### src/rtl/req_dir_seq.sv
// Request/direction sequencer: deframes receiver bytes, recognises a marker-headed
// frame, and runs timed set/clear sequences on the direction and address-enable lines.
module req_dir_seq #(
  parameter int DATA_W    = 8,
  parameter int MARKER    = 66,
  parameter int FRAME_LEN = 8,
  parameter int CNT_W     = 12,
  parameter int T_RX      = 1000,
  parameter int T_TX      = 500,
  parameter int T_ADDR    = 500,
  parameter int T_CLR_TX  = 1000,
  parameter int T_CLR_RX  = 500,
  parameter int T_BYTE_TO = 4000
) (
  input  logic              clk,
  input  logic              rst_n,
  input  logic [DATA_W-1:0] from_mfk,
  input  logic              rx_valid,
  input  logic              rstClr,
  output logic              dir_RX,
  output logic              dir_TX,
  output logic              addr_ena,
  output logic              frame_ok,
  output logic              frame_err,
  output logic              drop,
  output logic              busy
);

  // state  | meaning
  // R_HUNT | waiting for a marker byte
  // R_COLL | collecting frame bytes, inter-byte timeout armed
  // S_IDLE | sequencer waiting for a frame
  // S_RX   | RX window before dir_RX rises
  // S_TX   | delay before dir_TX and addr_ena rise
  // S_ADDR | addr_ena window
  // C_TX   | clear delay before dir_TX falls
  // C_RX   | clear delay before dir_RX falls
  typedef enum logic {R_HUNT, R_COLL} rx_state_t;
  typedef enum logic [2:0] {S_IDLE, S_RX, S_TX, S_ADDR, C_TX, C_RX} seq_state_t;

  localparam logic [DATA_W-1:0] MARK     = DATA_W'(MARKER);
  localparam logic [3:0]        IDX_LAST = 4'(FRAME_LEN - 1);
  localparam logic [CNT_W-1:0]  RX_LAST  = CNT_W'(T_RX - 1);
  localparam logic [CNT_W-1:0]  TX_LAST  = CNT_W'(T_TX - 1);
  localparam logic [CNT_W-1:0]  AD_LAST  = CNT_W'(T_ADDR - 1);
  localparam logic [CNT_W-1:0]  CTX_LAST = CNT_W'(T_CLR_TX - 1);
  localparam logic [CNT_W-1:0]  CRX_LAST = CNT_W'(T_CLR_RX - 1);
  localparam logic [CNT_W-1:0]  TO_LAST  = CNT_W'(T_BYTE_TO - 1);
  localparam bit                TO_EN    = (T_BYTE_TO != 0);

  rx_state_t        rx_st;
  seq_state_t       seq_st;
  logic             rx_valid_q, rst_clr_q;
  logic             strb, clr_edge;
  logic [3:0]       idx;
  logic [CNT_W-1:0] to_cnt, ph_cnt;

  assign strb     = rx_valid_q & ~rx_valid;
  assign clr_edge = rst_clr_q & ~rstClr;
  assign busy     = (seq_st != S_IDLE);

  always_ff @(posedge clk) begin
    if (!rst_n) begin
      rx_valid_q <= 1'b0;
      rx_st      <= R_HUNT;
      idx        <= '0;
      to_cnt     <= '0;
      frame_ok   <= 1'b0;
      frame_err  <= 1'b0;
    end else begin
      rx_valid_q <= rx_valid;
      frame_ok   <= 1'b0;
      frame_err  <= 1'b0;
      if (rx_st == R_HUNT) begin
        to_cnt <= '0;
        if (strb && from_mfk == MARK) begin
          rx_st <= R_COLL;
          idx   <= 4'd1;
        end
      end else if (strb) begin
        // a marker byte while collecting is plain data
        to_cnt <= '0;
        if (idx == IDX_LAST) begin
          frame_ok <= 1'b1;
          rx_st    <= R_HUNT;
          idx      <= '0;
        end else begin
          idx <= idx + 4'd1;
        end
      end else if (TO_EN && to_cnt == TO_LAST) begin
        frame_err <= 1'b1;
        rx_st     <= R_HUNT;
        idx       <= '0;
        to_cnt    <= '0;
      end else begin
        to_cnt <= to_cnt + CNT_W'(1);
      end
    end
  end

  always_ff @(posedge clk) begin
    if (!rst_n) begin
      rst_clr_q <= 1'b0;
      seq_st    <= S_IDLE;
      ph_cnt    <= '0;
      dir_RX    <= 1'b0;
      dir_TX    <= 1'b0;
      addr_ena  <= 1'b0;
      drop      <= 1'b0;
    end else begin
      rst_clr_q <= rstClr;
      drop      <= frame_ok && (seq_st != S_IDLE || clr_edge);
      if (clr_edge) begin
        // clear aborts anything in flight; direction lines are left as they are
        seq_st   <= C_TX;
        ph_cnt   <= '0;
        addr_ena <= 1'b0;
      end else begin
        case (seq_st)
          S_IDLE: begin
            ph_cnt <= '0;
            if (frame_ok) seq_st <= S_RX;
          end
          S_RX:
            if (ph_cnt == RX_LAST) begin
              seq_st <= S_TX;
              ph_cnt <= '0;
              dir_RX <= 1'b1;
            end else ph_cnt <= ph_cnt + CNT_W'(1);
          S_TX:
            if (ph_cnt == TX_LAST) begin
              seq_st   <= S_ADDR;
              ph_cnt   <= '0;
              dir_TX   <= 1'b1;
              addr_ena <= 1'b1;
            end else ph_cnt <= ph_cnt + CNT_W'(1);
          S_ADDR:
            if (ph_cnt == AD_LAST) begin
              seq_st   <= S_IDLE;
              ph_cnt   <= '0;
              addr_ena <= 1'b0;
            end else ph_cnt <= ph_cnt + CNT_W'(1);
          C_TX:
            if (ph_cnt == CTX_LAST) begin
              seq_st <= C_RX;
              ph_cnt <= '0;
              dir_TX <= 1'b0;
            end else ph_cnt <= ph_cnt + CNT_W'(1);
          C_RX:
            if (ph_cnt == CRX_LAST) begin
              seq_st <= S_IDLE;
              ph_cnt <= '0;
              dir_RX <= 1'b0;
            end else ph_cnt <= ph_cnt + CNT_W'(1);
          default: begin
            seq_st <= S_IDLE;
            ph_cnt <= '0;
          end
        endcase
      end
    end
  end

endmodule

### config.mk
export PLATFORM = sky130hd
export DESIGN_NAME = req_dir_seq
export DESIGN_NICKNAME = d
export VERILOG_FILES = /design/src/rtl/req_dir_seq.sv
export SDC_FILE = /design/constraint.sdc
export NUM_CORES = 1
export LEC_CHECK = 0
export BUFFER_PORTS_ARGS = -buffer_cell sky130_fd_sc_hd__buf_2
export CORE_MARGIN = 2
export CORE_UTILIZATION = 51
export CTS_CLUSTER_SIZE = 16
export DETAILED_ROUTE_END_ITERATION = 10
export GPL_TIMING_DRIVEN = 0
export PLACE_DENSITY = 0.72
export SYNTH_ARGS = -nofsm -noshare
export SYNTH_HDL_FRONTEND = slang
export SYNTH_SLANG_ARGS = --single-unit
### constraint.sdc
create_clock -name clk -period 2.8 [get_ports clk]
set_input_delay 0.42 -clock clk [delete_from_list [all_inputs] [get_ports clk]]
set_output_delay 0.42 -clock clk [all_outputs]
set_load 0.03 [all_outputs]
==> reports/results.txt <==
Remaining Overflow, GRT: 0
Post-CTS Hold Fix Bufs: 0
DP Area: 1990 um2
Max Cap Viol: 0
Synth Warn #: 0
Pre-CTS WS: 422 ps
Most frequent cells in the layout: dfxtp_1 (40), nor2_1 (19), buf_2 (18)
Largest net degree at the start of global routing: 14
H-tree levels: 2
FF-to-FF setup slack: 450 ps
Synth Area in XOR/XNOR: 0.0995
CTS tree: yes
Worst-path maximum fanout: 10
Multiplexer share of the synthesized area: 0.0169
CP Class: register to register
DRT Wirelength: 3.48 mm
CP Capture Type: register
Layout cells sized above 1: 0.146
Seq cells post-synth: 40
Post-synthesis cell area: 1850 um2
Die width: 64.2 um
Root Driver: clkbuf_4
Synth Area in Compound Gates: 0.108
Via density per instance: 5.51
Area grow syn2layout: 12.0%
Seq/Total Area, Yosys: 0.433
Post-synthesis adder-cell area fraction: 0.0203
Gates resized, CTS repair: 0
Post-Syn Nets: 223
Final setup TNS: 0 ps
Cell leakage power: 0.701 nW
DRT Pass-1 Iters: 4
Pwr Total: 1.01 mW
Final ANT Viol Nets: 0
Final Max Tran Viols: 0
Commonest non-fill, non-tap cell in the layout: dfxtp_1
Max Freq: 0.425 GHz
Synth Area in Simple Gates: 0.289
Hold Path Class: primary input to register
Final instance area: 2070 um2
Library cells used by synthesis: 42
Tcrit/Tclk final: 0.841
IR drop worst, VDD: 391 uV
Largest family of logic cells by synthesized area: simple AND/OR/NAND/NOR gates
FFs w/ async S/R, synth: 0
Tmin final: 2350 ps
Initial antenna violation count: 0
Synth Instances: 208
First-pass GRT wire length: 6.02 mm
Clk pin slew, worst setup/hold paths: 130 ps
Chip height: 64.2 um
Initial core utilization: 0.541
Clock Path Buffers: 2
Drt wl/cell: 12.5 um
Worst slew margin: 0.695
CP required: 3030 ps
Die area: 4120 um2
Fin util: 0.607
DR iter-0 viols: 111
CP arrival: 2580 ps
Worst-skew pair later-pin latency: 370 ps
Antenna Cells: 0
Core footprint: 3420 um2
Final setup fails: 0
Num CTS Buffers: 5
EDFF count, synth: 0
Status: finished, final reports clean
Vias in the first global route: 1,401
Hold Fails Final Rpt: 0
Hpwl dp: 2.51 mm
Most used DFF post-synth: dfxtp_1
Post-Syn Area per Cell: 8.89 um2
Via count: 1,536
Worst Skew: 19.8 ps
DR DRC count: 0
Fin worst setup slack: 446 ps
Clk sink count: 40
PwrDens: 488 nW/um2
Number of port buffers: 17
Nets@finish: 247
Routability cong.: 0.776
RSZ-0062 raised after global routing: no
GRT Overall Usage: 0.185
IO Pins: 19
Post-CTS Setup Repair Bufs: 0
CP startpoint kind: register
Worst slew pin tran: 457 ps
Num rows: 21
worst max-delay path, cell delays in order, from the launching register on:
cell and delay (ps):
dfxtp_1 360, ha_1 280, or4b_4 530, or4_4 540
a22oi_2 240, buf_4 220, nor3_1 60
Yosys cell counts (all sizes together) (2+ instances only):
cell | instances | area, um2
a211oi | 3 | 22.5
a21oi | 8 | 40.0
a31oi | 4 | 25.0
and2 | 3 | 18.8
and4 | 3 | 26.3
buf | 2 | 12.5
clkbuf | 6 | 22.5
dfxtp | 40 | 801
ha | 3 | 37.5
inv | 7 | 26.3
mux2i | 2 | 20.0
nand2 | 13 | 48.8
nand2b | 5 | 31.3
nand3 | 9 | 45.0
nand3b | 2 | 15.0
nand4 | 9 | 56.3
nor2 | 19 | 71.3
nor2b | 2 | 12.5
nor3 | 14 | 70.1
nor4 | 5 | 31.3
nor4b | 2 | 17.5
o21ai | 3 | 15.0
o31ai | 3 | 22.5
or3 | 5 | 31.3
xnor2 | 8 | 70.1
xor2 | 13 | 114
per-layer routing:
metal	GRT usage	wire length [um]	vias to the layer above	part of all wire
met1	0.231	1720	704	0.49
met3	0.0493	130	7	0.037
li1	-	-	802	-
met2	0.301	1560	23	0.45
met5	0	0	-	0
met4	0.0798	66	0	0.019
power breakdown:
| part | total, mW | switching, mW | internal [mW] |
|---|---|---|---|
| registers | 0.574 | 0.00146 | 0.573 |
| logic | 0.0532 | 0.0338 | 0.0194 |
| clock network | 0.384 | 0.198 | 0.186 |
layout make-up:
class,count,area [um2]
Buffer,8,35.0
Inverter,7,26.3
Timing Repair Buffer,17,85.1
Clock inverter,3,42.5
Sequential cell,40,801
Clock buffer,5,37.5
Fill cell,316,1340
Tap cell,46,57.6
Multi-Input combinational cell,153,987
per-stage QoR:
step	std cells	hold WS, ps
CTS	279	261
global placement	271	439
floorplan	208	422
detailed placement	271	446
finish	279	260
global route	279	268
worst paths after layout:
kind,end,startpoint,depth (start not counted)
setup / recovery,ph_cnt[10],ph_cnt[0],6
hold / removal,rst_clr_q,rstClr,2
setup reg to reg,ph_cnt[10],ph_cnt[0],6
hold reg to reg,ph_cnt[0],ph_cnt[0],1
sequential cells by signal, indices dropped and copies added, names as in the netlist:
name        cells
seq_st          3
idx             4
dir_RX          1
ph_cnt         12
to_cnt         12
rst_clr_q       1
addr_ena        1
rx_valid_q      1
drop            1
frame_err       1
rx_st           1
dir_TX          1
frame_ok        1
cells by family after synthesis:
family                   Yosys count
AND/OR/NAND/NOR                   97
flip-flops                        40
AO/OA/AOI/OAI                     29
XOR/XNOR                          21
buffers and inverters             15
multiplexers                       3
adder cells (fa/ha/maj)            3
Power figures use the tool's default switching activity.
